## src/rtl/bp_fe_icache_req_arbiter_pkg.sv

```systemverilog
// rtl/bp_fe_icache_req_arbiter_pkg.sv - shared entry macro and round-robin helper for the icache request arbiter
`ifndef BP_FE_ICACHE_REQ_ARBITER_PKG_SV
`define BP_FE_ICACHE_REQ_ARBITER_PKG_SV

`define DECLARE_BP_FE_ICACHE_ARB_ENTRY_S(num_req_mp, ptag_width_mp) \
  typedef struct packed {                                          \
    logic [$clog2(num_req_mp)-1:0] id;                             \
    logic [ptag_width_mp-1:0]      ptag;                           \
    logic                          uncached;                       \
    logic                          v;                              \
  } bp_fe_icache_arb_entry_s;

package bp_fe_icache_req_arbiter_pkg;

  // idx is always below 2*n, so one conditional subtract is a full modulo
  function automatic int unsigned rr_wrap(input int unsigned idx, input int unsigned n);
    return (idx >= n) ? (idx - n) : idx;
  endfunction

endpackage

`endif

```

## src/rtl/bp_fe_icache_req_arbiter_if.sv

```systemverilog
// rtl/bp_fe_icache_req_arbiter_if.sv - arbiter <-> icache wrapper bus (issue, TL, TV)
interface bp_fe_icache_req_arbiter_if
  import bp_fe_icache_req_arbiter_pkg::*;
  #(parameter int unsigned vaddr_width_p = 39,
    parameter int unsigned ptag_width_p  = 28,
    parameter int unsigned instr_width_p = 32);

  logic [vaddr_width_p-1:0] vaddr;
  logic                     vaddr_v;
  logic                     vaddr_ready;
  logic [ptag_width_p-1:0]  ptag;
  logic                     ptag_v;
  logic                     uncached;
  logic                     poison_tl;
  logic [instr_width_p-1:0] data;
  logic                     data_v;

  modport master (
    output vaddr, vaddr_v, ptag, ptag_v, uncached, poison_tl,
    input  vaddr_ready, data, data_v
  );

  modport slave (
    input  vaddr, vaddr_v, ptag, ptag_v, uncached, poison_tl,
    output vaddr_ready, data, data_v
  );

endinterface

```

## src/rtl/bp_fe_icache_req_arbiter_credit_counter.sv

```systemverilog
// rtl/bp_fe_icache_req_arbiter_credit_counter.sv - per-requester response-buffer credit counter
module bp_fe_icache_req_arbiter_credit_counter
  import bp_fe_icache_req_arbiter_pkg::*;
  #(parameter int unsigned credits_p = 16)
  (input  logic clk_i,
   input  logic reset_i,
   input  logic dec_i,
   input  logic drop_i,
   input  logic credit_i,
   output logic avail_o);

  localparam int unsigned cnt_width_lp = $clog2(credits_p + 1);
  localparam int unsigned sum_width_lp = cnt_width_lp + 2;

  logic [cnt_width_lp-1:0] count_q, count_d;
  logic [sum_width_lp-1:0] sum;
  logic                    overflow;

  // grant only fires with a nonzero count, so the sum cannot underflow
  always_comb begin
    sum      = sum_width_lp'(count_q) + sum_width_lp'(drop_i)
             + sum_width_lp'(credit_i) - sum_width_lp'(dec_i);
    overflow = (sum > sum_width_lp'(credits_p));
    count_d  = overflow ? cnt_width_lp'(credits_p) : sum[cnt_width_lp-1:0];
  end

  always_ff @(posedge clk_i or negedge reset_i) begin
    if (!reset_i) count_q <= cnt_width_lp'(credits_p);
    else          count_q <= count_d;
  end

  assign avail_o = (count_q != '0);

  always @(posedge clk_i) begin
    if (reset_i) begin
      assert (!overflow) else $error("credit return while counter full");
      assert (count_q <= cnt_width_lp'(credits_p)) else $error("credit counter above limit");
    end
  end

endmodule

```

## src/rtl/bp_fe_icache_req_arbiter.sv

```systemverilog
// rtl/bp_fe_icache_req_arbiter.sv - round-robin, credit-gated sharing of one icache port
module bp_fe_icache_req_arbiter
  import bp_fe_icache_req_arbiter_pkg::*;
  #(parameter int unsigned num_req_p     = 2,
    parameter int unsigned vaddr_width_p = 39,
    parameter int unsigned ptag_width_p  = 28,
    parameter int unsigned instr_width_p = 32,
    parameter int unsigned credits_p     = 16)
  (input  logic                              clk_i,
   input  logic                              reset_i,
   input  logic [num_req_p-1:0]              req_v_i,
   input  logic [num_req_p*vaddr_width_p-1:0] req_vaddr_i,
   input  logic [num_req_p*ptag_width_p-1:0] req_ptag_i,
   input  logic [num_req_p-1:0]              req_uncached_i,
   output logic [num_req_p-1:0]              req_yumi_o,
   bp_fe_icache_req_arbiter_if.master        icache,
   output logic [num_req_p-1:0]              resp_v_o,
   output logic [instr_width_p-1:0]          resp_data_o,
   input  logic [num_req_p-1:0]              resp_credit_i,
   output logic                              busy_o);

  localparam int unsigned id_width_lp = $clog2(num_req_p);

  `DECLARE_BP_FE_ICACHE_ARB_ENTRY_S(num_req_p, ptag_width_p)

  bp_fe_icache_arb_entry_s tl_q, tl_d, tv_q, tv_d;
  logic [id_width_lp-1:0]  rr_q, rr_d, win;

  logic [vaddr_width_p-1:0] vaddr_a [num_req_p];
  logic [ptag_width_p-1:0]  ptag_a  [num_req_p];
  logic [num_req_p-1:0]     avail, in_flight, elig, drop;
  logic                     vaddr_v, grant, hit, miss, poison, found;
  int unsigned              idx;

  for (genvar i = 0; i < num_req_p; i++) begin : g_req
    assign vaddr_a[i]   = req_vaddr_i[i*vaddr_width_p +: vaddr_width_p];
    assign ptag_a[i]    = req_ptag_i[i*ptag_width_p +: ptag_width_p];
    assign in_flight[i] = (tl_q.v && (tl_q.id == id_width_lp'(i)))
                       || (tv_q.v && (tv_q.id == id_width_lp'(i)));
    assign drop[i]      = (miss   && (tv_q.id == id_width_lp'(i)))
                       || (poison && (tl_q.id == id_width_lp'(i)));

    bp_fe_icache_req_arbiter_credit_counter #(.credits_p(credits_p)) credit_counter (
      .clk_i    (clk_i),
      .reset_i  (reset_i),
      .dec_i    (grant && (win == id_width_lp'(i))),
      .drop_i   (drop[i]),
      .credit_i (resp_credit_i[i]),
      .avail_o  (avail[i])
    );
  end

  assign elig = req_v_i & avail & ~in_flight;

  always_comb begin
    win   = rr_q;
    found = 1'b0;
    idx   = 0;
    for (int unsigned k = 0; k < num_req_p; k++) begin
      idx = rr_wrap(32'(rr_q) + k, num_req_p);
      if (!found && elig[idx[id_width_lp-1:0]]) begin
        found = 1'b1;
        win   = idx[id_width_lp-1:0];
      end
    end
  end

  // gated by reset_i so the port reads idle the moment reset asserts
  assign vaddr_v = reset_i && (|elig);
  assign grant   = vaddr_v && icache.vaddr_ready;
  assign hit     = tv_q.v && icache.data_v;
  assign miss    = tv_q.v && !icache.data_v;
  assign poison  = miss && tl_q.v;

  always_comb begin
    tl_d = '0;
    if (grant) begin
      tl_d.v        = 1'b1;
      tl_d.id       = win;
      tl_d.ptag     = ptag_a[win];
      tl_d.uncached = req_uncached_i[win];
    end
    tv_d   = tl_q;
    tv_d.v = tl_q.v && !miss;
    rr_d   = grant ? id_width_lp'(rr_wrap(32'(win) + 32'd1, num_req_p)) : rr_q;
  end

  always_ff @(posedge clk_i or negedge reset_i) begin
    if (!reset_i) begin
      tl_q <= '0;
      tv_q <= '0;
      rr_q <= '0;
    end else begin
      tl_q <= tl_d;
      tv_q <= tv_d;
      rr_q <= rr_d;
    end
  end

  assign icache.vaddr_v   = vaddr_v;
  assign icache.vaddr     = vaddr_v ? vaddr_a[win] : '0;
  assign icache.ptag_v    = tl_q.v;
  assign icache.ptag      = tl_q.ptag;
  assign icache.uncached  = tl_q.uncached;
  assign icache.poison_tl = poison;

  assign resp_v_o    = hit ? (num_req_p'(1) << tv_q.id) : '0;
  assign resp_data_o = hit ? icache.data : '0;
  assign req_yumi_o  = resp_v_o;
  assign busy_o      = tl_q.v || tv_q.v;

  always @(posedge clk_i) begin
    if (reset_i) assert (!(icache.data_v && !tv_q.v)) else $error("data_v_i with no TV entry");
  end

endmodule

```

## src/flat_wrapper.sv

```systemverilog
// flat-port wrapper written by rule: the top's interface ports become plain ports
module bp_fe_icache_req_arbiter_flat import bp_fe_icache_req_arbiter_pkg::*;
#(parameter int unsigned num_req_p     = 2,
    parameter int unsigned vaddr_width_p = 39,
    parameter int unsigned ptag_width_p  = 28,
    parameter int unsigned instr_width_p = 32,
    parameter int unsigned credits_p     = 16)
  (clk_i, reset_i, req_v_i, req_vaddr_i, req_ptag_i, req_uncached_i, req_yumi_o, resp_v_o, resp_data_o, resp_credit_i, busy_o, icache_vaddr, icache_vaddr_v, icache_ptag, icache_ptag_v, icache_uncached, icache_poison_tl, icache_vaddr_ready, icache_data, icache_data_v);
  bp_fe_icache_req_arbiter_if #(.vaddr_width_p(vaddr_width_p), .ptag_width_p(ptag_width_p), .instr_width_p(instr_width_p)) icache_i ();
  input  logic clk_i;
  input  logic reset_i;
  input  logic [num_req_p-1:0] req_v_i;
  input  logic [num_req_p*vaddr_width_p-1:0] req_vaddr_i;
  input  logic [num_req_p*ptag_width_p-1:0] req_ptag_i;
  input  logic [num_req_p-1:0] req_uncached_i;
  output logic [num_req_p-1:0] req_yumi_o;
  output logic [num_req_p-1:0] resp_v_o;
  output logic [instr_width_p-1:0] resp_data_o;
  input  logic [num_req_p-1:0] resp_credit_i;
  output logic busy_o;
  output wire logic [$bits(icache_i.vaddr)-1:0] icache_vaddr;
  output wire logic [$bits(icache_i.vaddr_v)-1:0] icache_vaddr_v;
  output wire logic [$bits(icache_i.ptag)-1:0] icache_ptag;
  output wire logic [$bits(icache_i.ptag_v)-1:0] icache_ptag_v;
  output wire logic [$bits(icache_i.uncached)-1:0] icache_uncached;
  output wire logic [$bits(icache_i.poison_tl)-1:0] icache_poison_tl;
  input wire logic [$bits(icache_i.vaddr_ready)-1:0] icache_vaddr_ready;
  input wire logic [$bits(icache_i.data)-1:0] icache_data;
  input wire logic [$bits(icache_i.data_v)-1:0] icache_data_v;
  assign icache_vaddr = icache_i.vaddr;
  assign icache_vaddr_v = icache_i.vaddr_v;
  assign icache_ptag = icache_i.ptag;
  assign icache_ptag_v = icache_i.ptag_v;
  assign icache_uncached = icache_i.uncached;
  assign icache_poison_tl = icache_i.poison_tl;
  assign icache_i.vaddr_ready = icache_vaddr_ready;
  assign icache_i.data = icache_data;
  assign icache_i.data_v = icache_data_v;
  bp_fe_icache_req_arbiter #(.num_req_p(num_req_p), .vaddr_width_p(vaddr_width_p), .ptag_width_p(ptag_width_p), .instr_width_p(instr_width_p), .credits_p(credits_p)) u_core (.clk_i(clk_i), .reset_i(reset_i), .req_v_i(req_v_i), .req_vaddr_i(req_vaddr_i), .req_ptag_i(req_ptag_i), .req_uncached_i(req_uncached_i), .req_yumi_o(req_yumi_o), .icache(icache_i), .resp_v_o(resp_v_o), .resp_data_o(resp_data_o), .resp_credit_i(resp_credit_i), .busy_o(busy_o));
endmodule
```

## config.mk

```make
export PLATFORM = sky130hd
export DESIGN_NAME = bp_fe_icache_req_arbiter_flat
export DESIGN_NICKNAME = d
export VERILOG_FILES = /design/src/rtl/bp_fe_icache_req_arbiter_pkg.sv /design/src/rtl/bp_fe_icache_req_arbiter_if.sv /design/src/rtl/bp_fe_icache_req_arbiter_credit_counter.sv /design/src/rtl/bp_fe_icache_req_arbiter.sv /design/src/flat_wrapper.sv
export SDC_FILE = /design/constraint.sdc
export NUM_CORES = 1
export LEC_CHECK = 0
export BUFFER_PORTS_ARGS = -buffer_cell sky130_fd_sc_hd__buf_2
export CAP_MARGIN = 40
export CORE_MARGIN = 3
export CORE_UTILIZATION = 26
export DETAILED_ROUTE_END_ITERATION = 8
export HOLD_SLACK_MARGIN = 0.1
export PLACE_DENSITY = 0.52
export SETUP_SLACK_MARGIN = 0.4
export SLEW_MARGIN = 10
export SYNTH_ARGS = -nofsm -noshare
export SYNTH_HDL_FRONTEND = slang
export SYNTH_SLANG_ARGS = --single-unit
export TNS_END_PERCENT = 1
```

## constraint.sdc

```tcl
create_clock -name clk_i -period 11.2 [get_ports clk_i]
set_input_delay 2.24 -clock clk_i [delete_from_list [all_inputs] [get_ports clk_i]]
set_output_delay 2.24 -clock clk_i [all_outputs]
set_load 0.01 [all_outputs]
```

==> flow_summary.ini <==
[detailed_routing]
drtIter0Drc = 171
route.vias.total = 4096
drc = 0
ant_nets = 0
drt-vias-per-instance = 4.76
dr.pass1.iters = 6
routedWlPerCell_um = 15.4
wirelength_um = 13300

[die]
io_pins = 284
rows = 43
die_height_um = 127
core_area_mm2 = 0.0141
initial_core_util = 0.269
dieArea_mm2 = 0.0161
die_x_um = 127

[critical_path]
slowest_stage = o31a_2
cp_top_family = compound AO/OA/AOI/OAI gates
path_cells = buf_2, nand3_1, o31a_2, a22oi_1, nor2b_1, buf_2
worstPathRequired_ns = 8.96
cp_max_fo = 39
worstPathArrival_ns = 3.93
cp-start-kind = input port
end_kind = output pin
crit_top_cell = buf_2
critPathKind = input port to output pin
critPathBufInv = 2
critPathMaxStageDelay_ns = 0.78

[timing]
timing.final.crit_share = 0.551
rsz0062_at_grt = no
drv_slew = 0
finalCriticalPeriod_ns = 6.17
relSlewSlack = 0.383
holdWs_ns = 0.434
clock.fmax_ghz = 0.162
tightest_slew_ns = 0.925
skew_ns = 0.00715
setup_viol = 0
tns_ns = 0
final_hold_viol_count = 0

[clock_tree]
cts_root_buffer = clkbuf_16
cts_setup_buffers = 0
h-tree-depth = 2
numCtsBuffers = 5
cts_tree = done
clockBufferDepth = 2
cts-resized-gates = 0
cts_hold_buffers = 0
clock_sinks = 44
clock_latency_ns = 0.28
path_clk_slew_ns = 0.06

[final_layout]
area_growth_pct = 39.2
fin_cells = 861
num_antenna_cells = 0
drive_above_1_share = 0.473
nNetsFinal = 876
finish.utilization = 0.375
fill_cells = 1478
final_area_mm2 = 0.00528

[pwr]
vdd_drop_max_mv = 0.0757
leakage_nw = 2.99
p_per_area_mw_per_mm2 = 131

[global_routing]
grt_first_pass_wirelength_um = 20900
antenna_found_initial = 1
grt.overflow.total = 0
grt_pass1_vias = 4188
grt_util_all_layers = 0.154
grt_max_degree = 86

[synthesis]
synthArstFlopShare = 1.00
synth_seq_cells = 44
ys.flop_type = dfrtp_1
synth_cells = 447
yosys_warnings = 0
ys_seq_area_frac = 0.291
synth_cell_types = 49
synth_edf_count = 0
syn_area_mm2 = 0.00379
syn_nets = 643
syn_area_per_cell_um2 = 8.49

[status]
status = finished clean

[place]
port_buffers = 283
dp_hpwl_um = 10600
placedCellCount = 853
place.gp.congestion = 0.837
place_area_mm2 = 0.00513

[worst_hold_path]
hold_path.class = flop to flop

[run]
maxCapViolCount = 0
[kinds of logic after synthesis]
family | share of synthesized area
xor+xnor | 0.0231
simple gates | 0.239
compound gates | 0.217
mux | 0.00593
fa+ha+maj | 0.0699
flops | 0.291
buf+inv | 0.154
[cell usage after synthesis, types with 2 or more instances]
library cell,instances,area share
buf_4,31,0.061
ha_1,18,0.059
and2_1,2,0.0033
nand2_1,9,0.0089
nand4_1,29,0.048
or2_2,3,0.0049
inv_1,52,0.051
buf_2,12,0.016
nor3_1,6,0.0079
a21oi_1,7,0.0092
and3_1,34,0.056
a22oi_1,30,0.059
o21ai_0,5,0.0066
buf_6,2,0.0059
o31ai_1,29,0.057
nand3_1,5,0.0066
a211o_1,3,0.0069
xnor2_1,7,0.016
a21o_1,3,0.0059
xor2_1,3,0.0069
clkbuf_1,19,0.019
or4_1,2,0.0040
nor2_1,9,0.0089
a211oi_1,3,0.0059
dfrtp_1,42,0.28
nor2b_1,42,0.069
dfstp_2,2,0.014
o31a_1,2,0.0046
nand2b_1,4,0.0066
a22oi_2,10,0.033
fa_1,2,0.011
a32o_1,2,0.0053
nor4b_1,2,0.0046
[stage by stage]
stage               power (mW)  setup slack [ns]
finish                   0.693              5.03
global route             0.749              4.89
detailed placement       0.553              5.01
global placement         0.536              4.97
floorplan                0.445              5.65
CTS                      0.704              5.02
[worst paths after layout]
path | from | endpoint | slack [ns] | cells after the start
worst max-delay path | req_v_i[0] | icache_vaddr[23] | 5.03 | 6
worst min-delay path | u_core.tl_q[30]$_DFF_PN0_ | u_core.tv_q[30]$_DFF_PN0_ | 0.43 | 0
worst max register to register | u_core.tv_q[0]$_DFF_PN0_ | u_core.g_req[0].credit_counter.count_q[2]$_DFF_PN0_ | 6.87 | 15
worst min register to register | u_core.tl_q[30]$_DFF_PN0_ | u_core.tv_q[30]$_DFF_PN0_ | 0.43 | 0
max in group asynchronous | reset_i | u_core.icache.uncached$_DFF_PN0_ | 8.46 | 2
min in group asynchronous | reset_i | u_core.icache.ptag[17]$_DFF_PN0_ | 2.17 | 2
[final cells by class]
class                      count  area, µm²  area share
clock inverter                 2       10.0     0.00189
tap                          180        225      0.0426
sequential                    44       1100       0.209
timing repair buffer         290       1480       0.281
multi-input combinational    286       2120       0.402
inverter                      53        199      0.0377
clock buffer                   6        139      0.0263
[flip-flops by register name, indices dropped and copies added (netlist names)]
register and flops:
u_core.tv_q 2, u_core.tl_q 1, u_core.rr_q 1, u_core.icache.ptag 28, u_core.g_req.credit_counter.count_q 10, u_core.icache.ptag_v 1
u_core.icache.uncached 1
[cell usage in the layout (no fill, tap or decap), drive strengths merged, types with 3 or more instances in the layout]
cell and count:
buf 290, inv 53, nor2b 42, dfrtp 42, a22oi 40, and3 34, o31ai 30, nand4 29
ha 18, nor2 10, nand2 9, xnor2 7, a21oi 7, nor3 6, o21ai 6, clkbuf 6
nand3 5, nand2b 4, a211oi 4, xor2 3, or2 3, a21o 3, a211o 3, and2 3
[per-layer routing]
metal	track usage	share of wire
met3	0.0265	0.068
met4	0.0328	0.011
met2	0.276	0.50
met5	0	0.00098
met1	0.195	0.42
[report_power, final]
group	leakage [nW]	total (mW)	switching [mW]	internal, mW
combinational	2.32	0.350	0.204	0.146
sequential	0.595	0.198	0.0169	0.181
clock	0.0766	0.145	0.0575	0.0879
total	2.99	0.693	0.278	0.415
No activity file was read; power rests on OpenSTA's default activity.
